$ cat src/rtl/bcd_pkg.sv
// Shared types and constants for the sequential binary-to-BCD converter.
package bcd_pkg;

  typedef enum logic [1:0] {
    StIdle,
    StShift,
    StDone
  } bcd_state_e;

  localparam logic [3:0]  CODE_X     = 4'hA;
  localparam logic [3:0]  CODE_Y     = 4'hB;
  localparam logic [3:0]  CODE_BLANK = 4'hF;
  localparam int unsigned MAX_DEC    = 9999;

endpackage

$ cat src/rtl/bcd_add3.sv
// Double-dabble nibble correction: add 3 to any BCD digit of 5 or more before the shift.
module bcd_add3 (
  input  logic [3:0] nibble_i,
  output logic [3:0] nibble_o
);

  // A digit >= 5 would become >= 10 after doubling; pre-add 3 so the carry lands in the next digit.
  always_comb begin
    nibble_o = nibble_i;
    if (nibble_i >= 4'd5) begin
      nibble_o = nibble_i + 4'd3;
    end
  end

endmodule

$ cat src/rtl/bin2bcd_seq.sv
// Sequential shift-and-add-3 binary-to-BCD converter for a 4-digit display.
// Optional build macro: LEADING_ZERO_BLANK_EN blanks leading zero digits (digit0 never blanked).
module bin2bcd_seq
  import bcd_pkg::*;
#(
  parameter int unsigned IN_W = 14
) (
  input  logic            CLK,
  input  logic            RESET,
  input  logic            in_valid,
  output logic            in_ready,
  input  logic [IN_W-1:0] in_value,
  output logic            out_valid,
  output logic            busy,
  output logic            overflow,
  output logic [3:0]      digit3,
  output logic [3:0]      digit2,
  output logic [3:0]      digit1,
  output logic [3:0]      digit0
);

  localparam int unsigned CntW = $clog2(IN_W + 1);

  bcd_state_e      state_q, state_d;
  logic [IN_W-1:0] bin_q;
  logic [15:0]     bcd_q;
  logic [CntW-1:0] cnt_q;
  logic            ovf_pend_q;
  logic [15:0]     dig_q;
  logic            ovf_q;

  logic            handshake;
  logic            last_shift;
  logic [15:0]     bcd_corr;
  logic [15+IN_W:0] shift_w;
  logic [15:0]     bcd_shifted;
  logic [IN_W-1:0] bin_shifted;
  logic [15:0]     dig_fmt;

  assign handshake  = in_valid && in_ready;
  assign last_shift = (state_q == StShift) && (cnt_q == CntW'(1));

  // Four parallel nibble corrections ahead of the shift.
  for (genvar g = 0; g < 4; g++) begin : g_add3
    bcd_add3 u_add3 (
      .nibble_i (bcd_q[4*g +: 4]),
      .nibble_o (bcd_corr[4*g +: 4])
    );
  end

  assign shift_w     = {bcd_corr, bin_q} << 1;
  assign bcd_shifted = shift_w[15+IN_W:IN_W];
  assign bin_shifted = shift_w[IN_W-1:0];

  // Final digit codes: all-X on overflow, optional leading-zero blanking otherwise.
  always_comb begin
    dig_fmt = bcd_shifted;
    if (ovf_pend_q) begin
      dig_fmt = {CODE_X, CODE_X, CODE_X, CODE_X};
    end else begin
`ifdef LEADING_ZERO_BLANK_EN
      if (bcd_shifted[15:12] == 4'd0) begin
        dig_fmt[15:12] = CODE_BLANK;
        if (bcd_shifted[11:8] == 4'd0) begin
          dig_fmt[11:8] = CODE_BLANK;
          if (bcd_shifted[7:4] == 4'd0) begin
            dig_fmt[7:4] = CODE_BLANK;
          end
        end
      end
`endif
    end
  end

  // State register.
  always_ff @(posedge CLK) begin
    if (RESET) begin
      state_q <= StIdle;
    end else begin
      state_q <= state_d;
    end
  end

  // Next-state logic.
  always_comb begin
    state_d = state_q;
    unique case (state_q)
      StIdle:  if (handshake) state_d = StShift;
      StShift: if (cnt_q == CntW'(1)) state_d = StDone;
      StDone:  state_d = StIdle;
      default: state_d = StIdle;
    endcase
  end

  // Handshake-facing outputs; all forced low while RESET is high.
  always_comb begin
    in_ready  = (state_q == StIdle) && !RESET;
    busy      = (state_q != StIdle) && !RESET;
    out_valid = (state_q == StDone) && !RESET;
  end

  // Datapath: latch on handshake, shift while converting, capture results entering DONE so
  // they are already stable while out_valid is high.
  always_ff @(posedge CLK) begin
    if (RESET) begin
      bin_q      <= '0;
      bcd_q      <= '0;
      cnt_q      <= '0;
      ovf_pend_q <= 1'b0;
      dig_q      <= '0;
      ovf_q      <= 1'b0;
    end else if (handshake) begin
      bin_q      <= in_value;
      bcd_q      <= '0;
      cnt_q      <= CntW'(IN_W);
      ovf_pend_q <= 32'(in_value) > MAX_DEC;
    end else if (state_q == StShift) begin
      bin_q <= bin_shifted;
      bcd_q <= bcd_shifted;
      cnt_q <= cnt_q - CntW'(1);
      if (last_shift) begin
        dig_q <= dig_fmt;
        ovf_q <= ovf_pend_q;
      end
    end
  end

  assign digit3   = dig_q[15:12];
  assign digit2   = dig_q[11:8];
  assign digit1   = dig_q[7:4];
  assign digit0   = dig_q[3:0];
  assign overflow = ovf_q;

endmodule

$ cat config.mk
export PLATFORM = sky130hd
export DESIGN_NAME = bin2bcd_seq
export DESIGN_NICKNAME = d
export VERILOG_FILES = /design/src/rtl/bcd_pkg.sv /design/src/rtl/bcd_add3.sv /design/src/rtl/bin2bcd_seq.sv
export SDC_FILE = /design/constraint.sdc
export NUM_CORES = 1
export LEC_CHECK = 0
export BUFFER_PORTS_ARGS = -buffer_cell sky130_fd_sc_hd__clkbuf_2
export CORE_UTILIZATION = 57
export CTS_CLUSTER_SIZE = 14
export DETAILED_ROUTE_END_ITERATION = 10
export PLACE_DENSITY = 0.79
export RECOVER_POWER = 25
export SYNTH_ARGS = -nofsm -noshare
export SYNTH_HDL_FRONTEND = slang
export SYNTH_HIERARCHICAL = 1
export SYNTH_SLANG_ARGS = --single-unit
$ cat constraint.sdc
create_clock -name CLK -period 1.8 [get_ports CLK]
set_input_delay 0.27 -clock CLK [delete_from_list [all_inputs] [get_ports CLK]]
set_output_delay 0.27 -clock CLK [all_outputs]
set_load 0.02 [all_outputs]
==> key figures <==
Timing
  • Actual transition at the worst max-transition pin: 0.573 ns
  • Final hold slack: 0.174 ns
  • Unrepaired setup endpoints after global routing: no
  • Final Max Tran Viols: 0
  • Setup tns final: 0 ns
  • Final hold viol count: 0
  • Fin crit period: 1.62 ns
  • Max_slew headroom: 61.8%
  • Final period util: 90.2%
  • Clock skew after layout: 0.00689 ns
  • Number of endpoints failing setup at the final stage: 0
  • Upper clock frequency limit: 616 MHz

Route
  • Post-DR wirelength/cell: 13.4 um
  • Post-detailed-route DRC marker count: 0
  • First-pass detailed-route iteration total: 4
  • Total wirelength of the detailed-routed design: 5.53 mm
  • Per-cell via count in the routed design: 5.63
  • Post-detailed-route count of antenna-violating nets: 0
  • Overall via count from detail_route: 2329
  • Number of DRC markers in iteration 0: 151

Worst setup path
  • CP max-delay cell: or3b_2
  • Type of element launching the critical path: register
  • First element of the critical path: cnt_q[1]$_SDFFE_PP0P_
  • CP Data Required Time: 2.00 ns
  • Category of the critical setup timing path: register to register
  • Kind of end point of the critical path: register
  • Startpoint of the most critical register-to-register path: cnt_q[1]$_SDFFE_PP0P_
  • Data arrival time of the critical path: 1.82 ns
  • Reg2Reg Depth: 6
  • Destination of the worst register-to-register timing path: dig_q[7]$_SDFFE_PP0P_
  • Crit path max fanout: 12
  • Maximum single-stage delay on the critical path: 0.57 ns
  • Worst setup endpoint: dig_q[7]$_SDFFE_PP0P_
  • Cells along the critical path: inv_1 -> ha_1 -> or3b_2 -> nor2_1 -> buf_4 -> a211oi_1
  • Worst reg-to-reg setup slack: 0.18 ns

Hold path
  • Origin of the worst min-delay path: in_value[0]
  • Hold WC Path Type: input pin to register

Power and ir drop
  • Sequential share of power: 57.9%
  • Switching Share: 26.8%
  • Logic pwr share: 11.1%
  • Switching Power: 586 uW
  • Part of the power in the clock network: 31.0%
  • Worst IR Drop VDD: 0.000422 V
  • Int Pwr: 1600 uW
  • P_leak: 0.00106 uW
  • Cell Pwr Density: 748 mW/mm^2

Layout
  • Final-layout fill cell count: 388
  • Multi-input gate area in the final layout: 0.00139 sq mm
  • Synthesis-to-finish area growth: 11.4%
  • Post-layout net count: 388
  • Share of final-layout standard cells stronger than drive strength 1: 13.3%
  • Non-filler instance count after layout: 414
  • FF+latch area: 0.00108 sq mm
  • Count of inserted antenna diode cells: 0

Clock tree
  • Clock-pin slew on the worst setup and hold paths: 0.10 ns
  • PostCTS Resize Cnt: 0
  • Number of clock sinks: 54
  • Number of setup buffers added after CTS: 0
  • Maximum clock insertion buffer count: 2
  • Clock insertion delay at the later pin of the skew report: 0.31 ns
  • TritonCTS clock tree: yes
  • H-tree depth: 2
  • Post-CTS Hold Buffers: 0
  • Buffer cell driving the clock tree root: clkbuf_8
  • Cts bufs inserted: 5

Synth
  • Cells after synthesis: 329
  • Cell Area, Synth: 0.00263 sq mm
  • Total number of yosys warnings: 6
  • Number of nets in the synthesized netlist: 356
  • Mean cell area of the mapped netlist: 7.98 sq um

Global route
  • Number of antenna violations at the first check in global routing: 0
  • GR Util All Layers: 23.1%
  • Gr ovfl total: 0
  • First-pass GRT wire length: 9.26 mm
  • Via count of the first global-routing pass: 2070
  • Largest net degree at the start of global routing: 36

Floorplan
  • Number of I/O pins: 37
  • Core region area: 0.00438 sq mm
  • Overall die area: 0.00488 sq mm
  • Die Span X: 69.9 um
  • Initial Utilization: 59.9%
  • Site row count: 24
  • Die H: 69.9 um

Place
  • Final HPWL from detailed placement: 3.79 mm
  • Global placement routability congestion: 0.842
  • Post-placement cell count: 406
  • Buffers added on ports: 36

Flow run
  • Max-Cap Viols: 0

Outcome
  • Status: complete, no violations
-- worst min-delay path by stage --
stage,slack (ns),cells past startpoint,endpoint
floorplan,0.41,2,bin_q[0]$_SDFFE_PP0P_
global placement,0.44,2,bcd_q[13]$_SDFFE_PP0P_
detailed placement,0.45,2,bcd_q[13]$_SDFFE_PP0P_
CTS,0.17,3,bin_q[0]$_SDFFE_PP0P_
global route,0.18,3,bin_q[0]$_SDFFE_PP0P_
finish,0.17,3,bin_q[0]$_SDFFE_PP0P_
-- power groups by stage --
stage          logic (uW)  clock network, uW  registers, uW
3_5_place_dp          244                  0           1290
5_1_grt               270                729           1270
2_1_floorplan         178                  0           1280
4_1_cts               245                691           1270
3_3_place_gp          242                  0           1290
6_report              243                678           1270
-- flip-flops by register name (all words and copies together), names as in the netlist --
name	flops
bin_q	14
overflow	1
state_q	2
cnt_q	4
ovf_pend_q	1
dig_q	16
bcd_q	16
-- cell usage in the layout, fill, tap and decap left out, drive strengths merged, types with 2 or more instances in the layout --
master,n
nand2,63
dfxtp,54
a21oi,54
clkbuf,42
nor2,29
a211oi,20
o21ai,17
buf,12
inv,10
ha,10
nand2b,8
nand4b,8
nand3,4
mux2i,4
xnor2,4
nor3,3
nand3b,2
nor3b,2
nor2b,2
clkinv,2
-- area by class of cell --
type | instances | area share, %
tap | 52 | 2.22
timing repair buffer | 49 | 9.11
clock inverter | 3 | 0.727
inverter | 10 | 1.28
sequential | 54 | 37.0
clock buffer | 5 | 2.35
multi-input combinational | 241 | 47.3
-- critical path: cells and delay by family (launching register included) --
kind / cells / cell delay (ns)
AO/OA/AOI/OAI: 1 / 0.08
AND/OR/NAND/NOR: 2 / 0.70
adder cells (fa/ha/maj): 1 / 0.15
flip-flops: 1 / 0.33
buffers and inverters: 2 / 0.26
-- metrics by stage --
step                      worst slack (ns)  instance area [sq um]  util, %  power [uW]
after floorplan                      0.274                   2630        -        1460
after global placement               0.211                   2860     65.2        1530
after detailed placement             0.188                   2860     65.2        1540
after CTS                            0.177                   2950     67.3        2200
after global routing                0.0807                   2930     66.7        2270
final                                0.177                   2930     66.7        2190
-- per-layer routing --
layer / vias to the layer above / share of wire (%) / routed length [um] / global-route usage, %
met5: - / 0 / 0 / 0
met2: 62 / 45 / 2490 / 36.2
met3: 7 / 4.7 / 260 / 3.75
li1: 1190 / - / - / -
met4: 0 / 0.96 / 53 / 6.00
met1: 1070 / 49 / 2730 / 33.1
No activity file was read; power rests on OpenSTA's default activity.
